[src/rtl/endec_sched.sv]
// endec_sched: job scheduler / arbiter in front of the shared endec engine.
//
// Shares one convolutional encoder / Viterbi decoder engine between an
// encode client and a decode client. Arbitration is round-robin. The code
// configuration is latched at every grant and held for the whole job.
// Encode jobs get TAIL zero flush bits appended. The engine's done pulses
// are counted to detect job completion, and a watchdog aborts jobs that
// stall.
//
// Ports
//   clk, rst            : clock, asynchronous active-low reset
//   cfg_we/_code_rate/_gen_poly, cfg_err : configuration write, reject pulse
//   enc_req/_len/_bit/_valid/_ready      : encode job request and bit stream
//   enc_gnt/_done/_err                   : encode grant, completion, timeout
//   dec_req/_len/_frame/_valid/_ready    : decode job request and frame stream
//   dec_gnt/_done/_err                   : decode grant, completion, timeout
//   eng_en/_mode_sel/_code_rate/_gen_poly/_enc_bit/_dec_frame : engine drive
//   eng_enc_done, eng_dec_done           : engine done pulses
module endec_sched #(
  parameter int CL      = 9,
  parameter int NPOLY   = 3,
  parameter int TAIL    = 8,
  parameter int TIMEOUT = 1023
) (
  input  logic                   clk,
  input  logic                   rst,
  input  logic                   cfg_we,
  input  logic                   cfg_code_rate,
  input  logic [NPOLY*CL-1:0]    cfg_gen_poly,
  output logic                   cfg_err,
  input  logic                   enc_req,
  input  logic [7:0]             enc_len,
  input  logic                   enc_bit,
  input  logic                   enc_valid,
  output logic                   enc_ready,
  output logic                   enc_gnt,
  output logic                   enc_done,
  output logic                   enc_err,
  input  logic                   dec_req,
  input  logic [3:0]             dec_len,
  input  logic [15:0]            dec_frame,
  input  logic                   dec_valid,
  output logic                   dec_ready,
  output logic                   dec_gnt,
  output logic                   dec_done,
  output logic                   dec_err,
  output logic                   eng_en,
  output logic                   eng_mode_sel,
  output logic                   eng_code_rate,
  output logic [NPOLY*CL-1:0]    eng_gen_poly,
  output logic                   eng_enc_bit,
  output logic [15:0]            eng_dec_frame,
  input  logic                   eng_enc_done,
  input  logic                   eng_dec_done
);

  localparam int PW   = NPOLY * CL;
  localparam int WD_W = $clog2(TIMEOUT + 1);
  localparam int AW   = $clog2(TAIL + 2);

  localparam logic [WD_W-1:0] TO_VAL    = WD_W'(TIMEOUT);
  localparam logic [AW-1:0]   FLUSH_END = AW'(TAIL - 1);
  localparam logic [9:0]      TAIL_CNT  = 10'(TAIL);

  localparam logic [2:0] S_IDLE      = 3'd0;
  localparam logic [2:0] S_GRANT     = 3'd1;
  localparam logic [2:0] S_ENC_RUN   = 3'd2;
  localparam logic [2:0] S_ENC_FLUSH = 3'd3;
  localparam logic [2:0] S_DEC_RUN   = 3'd4;
  localparam logic [2:0] S_WAIT      = 3'd5;
  localparam logic [2:0] S_FINISH    = 3'd6;
  localparam logic [2:0] S_ABORT     = 3'd7;

  logic [2:0]      state_reg, state_next;
  logic            cfg_rate_reg;
  logic [PW-1:0]   cfg_poly_reg;
  logic            eng_rate_reg;
  logic [PW-1:0]   eng_poly_reg;
  logic            mode_reg;       // owner of the current/last job, 1 = decode
  logic            last_dec_reg;   // round-robin pointer, 1 = decode served last
  logic            cfg_err_reg;
  logic [8:0]      len_reg;        // input items for the job (bits or frames)
  logic [8:0]      in_cnt_reg;
  logic [9:0]      done_cnt_reg;
  logic [WD_W-1:0] wdog_reg;       // cycles since the last accepted input/done
  logic [AW-1:0]   aux_reg;        // flush length and abort hold counter

  logic            req_any;
  logic            pick_dec;
  logic            accept;
  logic            last_input;
  logic            counting;
  logic            done_hit;
  logic [9:0]      done_sum;
  logic [9:0]      done_target;
  logic            done_reached;
  logic            wdog_on;
  logic [WD_W-1:0] wdog_inc;
  logic            wdog_expired;
  logic            job_active;

  assign req_any  = enc_req | dec_req;
  // Decode wins when it asks alone, or on a tie when encode was served last.
  assign pick_dec = dec_req & (~enc_req | ~last_dec_reg);

  assign accept = ((state_reg == S_ENC_RUN) & enc_valid) |
                  ((state_reg == S_DEC_RUN) & dec_valid);
  assign last_input = accept & ((in_cnt_reg + 9'd1) == len_reg);

  // Done pulses are tallied from the first input cycle onwards so that
  // early completions are carried into WAIT.
  assign counting = (state_reg == S_ENC_RUN) | (state_reg == S_ENC_FLUSH) |
                    (state_reg == S_DEC_RUN) | (state_reg == S_WAIT);
  assign done_hit    = counting & (mode_reg ? eng_dec_done : eng_enc_done);
  assign done_sum    = done_cnt_reg + {9'd0, done_hit};
  assign done_target = mode_reg ? {1'b0, len_reg} : ({1'b0, len_reg} + TAIL_CNT);
  assign done_reached = (done_sum >= done_target);

  // The flush phase has a fixed length, so the watchdog is parked there.
  assign wdog_on = (state_reg == S_ENC_RUN) | (state_reg == S_DEC_RUN) |
                   (state_reg == S_WAIT);
  assign wdog_inc = ((accept | done_hit) ? '0 : wdog_reg) + WD_W'(1);
  assign wdog_expired = wdog_on & (wdog_inc == TO_VAL);

  always_comb begin
    state_next = state_reg;
    case (state_reg)
      S_IDLE:      if (req_any) state_next = S_GRANT;
      S_GRANT:     state_next = mode_reg ? S_DEC_RUN : S_ENC_RUN;
      S_ENC_RUN: begin
        if (last_input)        state_next = S_ENC_FLUSH;
        else if (wdog_expired) state_next = S_ABORT;
      end
      S_ENC_FLUSH: if (aux_reg == FLUSH_END) state_next = S_WAIT;
      S_DEC_RUN: begin
        if (last_input)        state_next = S_WAIT;
        else if (wdog_expired) state_next = S_ABORT;
      end
      S_WAIT: begin
        if (done_reached)      state_next = S_FINISH;
        else if (wdog_expired) state_next = S_ABORT;
      end
      S_FINISH:    state_next = S_IDLE;
      S_ABORT:     if (aux_reg[0]) state_next = S_IDLE;
      default:     state_next = S_IDLE;
    endcase
  end

  always_ff @(posedge clk or negedge rst) begin
    if (!rst) begin
      state_reg    <= S_IDLE;
      cfg_rate_reg <= 1'b0;
      cfg_poly_reg <= '0;
      eng_rate_reg <= 1'b0;
      eng_poly_reg <= '0;
      mode_reg     <= 1'b0;
      last_dec_reg <= 1'b1;
      cfg_err_reg  <= 1'b0;
      len_reg      <= '0;
      in_cnt_reg   <= '0;
      done_cnt_reg <= '0;
      wdog_reg     <= '0;
      aux_reg      <= '0;
    end else begin
      state_reg   <= state_next;
      cfg_err_reg <= cfg_we & (state_reg != S_IDLE);

      if (state_reg == S_IDLE) begin
        if (cfg_we) begin
          cfg_rate_reg <= cfg_code_rate;
          cfg_poly_reg <= cfg_gen_poly;
        end
        if (req_any) begin
          mode_reg     <= pick_dec;
          last_dec_reg <= pick_dec;
          if (pick_dec) len_reg <= (dec_len == 4'd0) ? 9'd16 : {5'd0, dec_len};
          else          len_reg <= (enc_len == 8'd0) ? 9'd256 : {1'b0, enc_len};
          // A same-cycle write is forwarded so the job sees the new value.
          eng_rate_reg <= cfg_we ? cfg_code_rate : cfg_rate_reg;
          eng_poly_reg <= cfg_we ? cfg_gen_poly : cfg_poly_reg;
        end
      end

      if (state_reg == S_GRANT) begin
        in_cnt_reg   <= '0;
        done_cnt_reg <= '0;
        wdog_reg     <= '0;
        aux_reg      <= '0;
      end else begin
        if (accept)   in_cnt_reg   <= in_cnt_reg + 9'd1;
        if (done_hit) done_cnt_reg <= done_sum;
        if (wdog_on)                         wdog_reg <= wdog_inc;
        else if (state_reg == S_ENC_FLUSH)   wdog_reg <= '0;
        if ((state_reg == S_ENC_FLUSH) || (state_reg == S_ABORT))
          aux_reg <= aux_reg + AW'(1);
        else if (state_next == S_ABORT)
          aux_reg <= '0;
      end
    end
  end

  // Job-level outputs decode straight from the state register so that an
  // asynchronous reset drops them immediately.
  assign job_active = (state_reg != S_IDLE) & (state_reg != S_ABORT);

  assign enc_gnt   = job_active & ~mode_reg;
  assign dec_gnt   = job_active & mode_reg;
  assign enc_ready = (state_reg == S_ENC_RUN);
  assign dec_ready = (state_reg == S_DEC_RUN);
  assign enc_done  = (state_reg == S_FINISH) & ~mode_reg;
  assign dec_done  = (state_reg == S_FINISH) & mode_reg;
  assign enc_err   = (state_reg == S_ABORT) & (aux_reg == '0) & ~mode_reg;
  assign dec_err   = (state_reg == S_ABORT) & (aux_reg == '0) & mode_reg;
  assign cfg_err   = cfg_err_reg;

  assign eng_en        = ((state_reg == S_ENC_RUN) & enc_valid) |
                         (state_reg == S_ENC_FLUSH) |
                         ((state_reg == S_DEC_RUN) & dec_valid);
  assign eng_enc_bit   = (state_reg == S_ENC_RUN) & enc_valid & enc_bit;
  assign eng_dec_frame = ((state_reg == S_DEC_RUN) && dec_valid) ? dec_frame : 16'd0;
  assign eng_mode_sel  = mode_reg;
  assign eng_code_rate = eng_rate_reg;
  assign eng_gen_poly  = eng_poly_reg;

endmodule
[config.mk]
export PLATFORM = sky130hd
export DESIGN_NAME = endec_sched
export DESIGN_NICKNAME = d
export VERILOG_FILES = /design/src/rtl/endec_sched.sv
export SDC_FILE = /design/constraint.sdc
export NUM_CORES = 1
export LEC_CHECK = 0
export ABC_AREA = 1
export BUFFER_PORTS_ARGS = -buffer_cell sky130_fd_sc_hd__buf_4
export CAP_MARGIN = 20
export CORE_MARGIN = 5
export CORE_UTILIZATION = 45
export DETAILED_ROUTE_END_ITERATION = 8
export PLACE_DENSITY_LB_ADDON = 0.25
export SLEW_MARGIN = 20
export SYNTH_ARGS = -nofsm -noshare
export SYNTH_HDL_FRONTEND = slang
export SYNTH_SLANG_ARGS = --single-unit
[constraint.sdc]
create_clock -name clk -period 6.36 [get_ports clk]
set_input_delay 1.272 -clock clk [delete_from_list [all_inputs] [get_ports clk]]
set_output_delay 1.272 -clock clk [all_outputs]
set_load 0.05 [all_outputs]
==> flow_summary.ini <==
[detailed_routing]
drcViolationCount = 0
via_per_inst = 4.912
wire_per_inst_um = 13.56
num_vias = 5261
drt_pass1_iterations = 4
drtIter0Drc = 336
antenna_left = 0
routed_wl_um = 14530

[floorplan]
die_area_um2 = 15410
row_count = 41
pin_count = 122
start_util_pct = 46.26
die_y_um = 124.1
coreArea_um2 = 12670
die_w_um = 124.1

[flow_run]
max_cap_viol_count = 0

[logic_synthesis]
yosysTopAreaCell = dfrtp_1
ys_seq_elements = 104
syn_avg_cell_area_um2 = 7.477
syn_area_um2 = 5862
synth_edf_count = 0
syn_nets = 868
yosysUniqueCellTypes = 40
synth.yosys.seq_area_share_pct = 44.42
postSynth.asyncResetShare_pct = 100.0
synth_top_flop_cell = dfrtp_1
synth_cells = 784
synthTopCellsByArea = dfrtp_1 44%, nand2_1 15%, o21ai_0 7.3%, inv_1 6.8%, ha_1 3.8%
synth_top_area_share_pct = 43.97
yosysWarnings = 0

[global_routing]
grt_overflow = 0
grt_pass1_vias = 5009
grt_pass1_wl_um = 23990
grt_antenna_before_repair = 0
grt_max_degree = 62
grt_usage_pct = 19.58

[place]
routabilityCongestion = 0.8675
port_buffers = 121
dpl_worst_slack_ps = 1899
dpl.hpwl_um = 10480

[critical_path]
cp_max_fo = 5
critPathRequiredTime_ps = 6600
cp_cell_sequence = buf_4 > nand2_1 > nand2_1 > inv_1 > nor2_4 > ha_1 > nand4_1 > nor3_1 > nand3_1 > xor2_1 > inv_1 > ha_1 > nand2_1 > nor2_1 > o211ai_1 > o2111ai_1 > a31oi_1 > nand2_1 > nand2_1 > nand2_1 > nand3_2 > nand3_2 > nand3_1 > nand2_1
cpPeakStageDelay_ps = 320
critPathTopFamily = simple AND/OR/NAND/NOR gates
crit_arrival_ps = 4340
worst_setup_path_start_kind = input pin
slowest_stage = ha_1
worst-path-buf-inv = 3
critPathKind = in2reg
end_kind = flop
crit_top_cell = nand2_1

[cts]
cts_buffer_depth = 2
clk_latency_ps = 350
htreeDepth = 3
postCtsSetupBuffers = 0
cts_resized = 0
cts_tree = yes
postCtsHoldBufs = 0
clock-sinks = 104
root_buffer = clkbuf_16
path_clk_slew_ps = 70
cts_buffers = 9

[power_and_ir_drop]
pwr-share-comb_pct = 50.5
pwr-share-seq_pct = 31.9
peakVddDrop_mv = 0.3006
powerDensity_nw_per_um2 = 451.7
clockPowerShare_pct = 17.6
swShare_pct = 48.31
leakagePower_nw = 3.752
power_mw = 3.259
switching_power_mw = 1.575
p_int_mw = 1.685

[sta]
rsz0062_at_grt = no
max_freq_ghz = 0.2436
tns_ps = 0
finalSetupViolCount = 0
fin_crit_sh_pct = 64.54
fin_worst_skew_ps = 8.101
finalHoldViolCount = 0
worst_slack_ps = 2255
relSlewSlack_pct = 55.10
min_period_ps = 4105
maxSlewViolCount = 0
worst_pin_slew_ps = 673.5

[outcome]
status = finished clean

[finish]
diodes = 0
drive_above_1_share_pct = 19.13
layout_common_cells = 230 x nand2_1, 125 x buf_4, 106 x inv_1
fillers = 1197
final_util_pct = 56.95
syn2layout_area_growth_pct = 23.09
final_common_cell = nand2_1
nNetsFinal = 978

[worst_hold_path]
min_path_type = reg2reg
==> cell usage after synthesis (3+ instances only) <==
master	count
o21ai_0	86
nor3_1	9
inv_2	5
nor2_2	3
nor2_4	4
inv_1	106
nand3_1	41
nand2_1	230
nand4_1	13
nor2_1	60
nand2_2	6
a21oi_1	6
clkbuf_1	23
dfrtp_1	103
o22ai_1	19
nor4_1	4
ha_1	18
xor2_1	17
nand3_2	7
==> worst paths after layout <==
check | end | from | slack [ps] | cells past startpoint
worst min-delay path | last_dec_reg | last_dec_reg | 470 | 2
worst max register to register | aux_reg[2] | eng_mode_sel | 2280 | 24
worst min register to register | last_dec_reg | last_dec_reg | 470 | 2
worst max-delay path | aux_reg[2] | eng_dec_done | 2260 | 24
min in group asynchronous | in_cnt_reg[4] | rst | 940 | 1
max in group asynchronous | eng_gen_poly[14] | rst | 4290 | 2
==> logic make-up after synthesis <==
| logic type | count (synthesis) | share of synthesized area [%] |
|---|---|---|
| buffers and inverters | 139 | 9.114 |
| adder cells (fa/ha/maj) | 18 | 3.842 |
| XOR/XNOR | 18 | 2.689 |
| flip-flops | 104 | 44.42 |
| AND/OR/NAND/NOR | 383 | 28.54 |
| AO/OA/AOI/OAI | 122 | 11.40 |
==> layer usage <==
metal	share of wire (%)	track usage (%)	wire length [um]
met5	0	0	0
met4	1.3	6.160	195
met3	6.0	4.768	866
met2	47	30.95	6847
met1	46	26.64	6618
==> power by group through the flow <==
stage,registers [mW],logic (mW),clock network (mW)
after floorplan,1.29,0.930,0
after global placement,1.05,1.63,0
after detailed placement,1.05,1.66,0
after CTS,1.04,1.66,0.590
after global routing,1.07,1.82,0.617
final,1.04,1.65,0.574
==> worst reg2reg max path: cells and delay by family (launching register included) <==
kind / cells / cell delay [ps]
adders and majority gates: 2 / 540
xor gates and xnor gates: 1 / 190
and+or+nand+nor: 15 / 1700
DFF: 1 / 550
buffers and inverters: 3 / 530
AOI/OAI and AO/OA: 3 / 450
==> cell type report <==
type	count	area, um^2	area share (%)
clock inverter	5	63.81	0.8843
timing repair buffer	125	938.4	13.01
inverter	113	424.2	5.878
multi-input combinational	541	2728	37.80
sequential	104	2604	36.08
tap	172	215.2	2.982
clock buffer	11	242.7	3.364
==> through the flow <==
step                area, um^2  cells  hold slack (ps)
finish                    7216   1071            473.7
global route              7216   1071            483.5
CTS                       7216   1071            474.5
detailed placement        6909   1055            463.6
global placement          6909   1055            456.1
floorplan                 5862    784            444.0
Note: power is estimated with default switching activity, not from simulation.
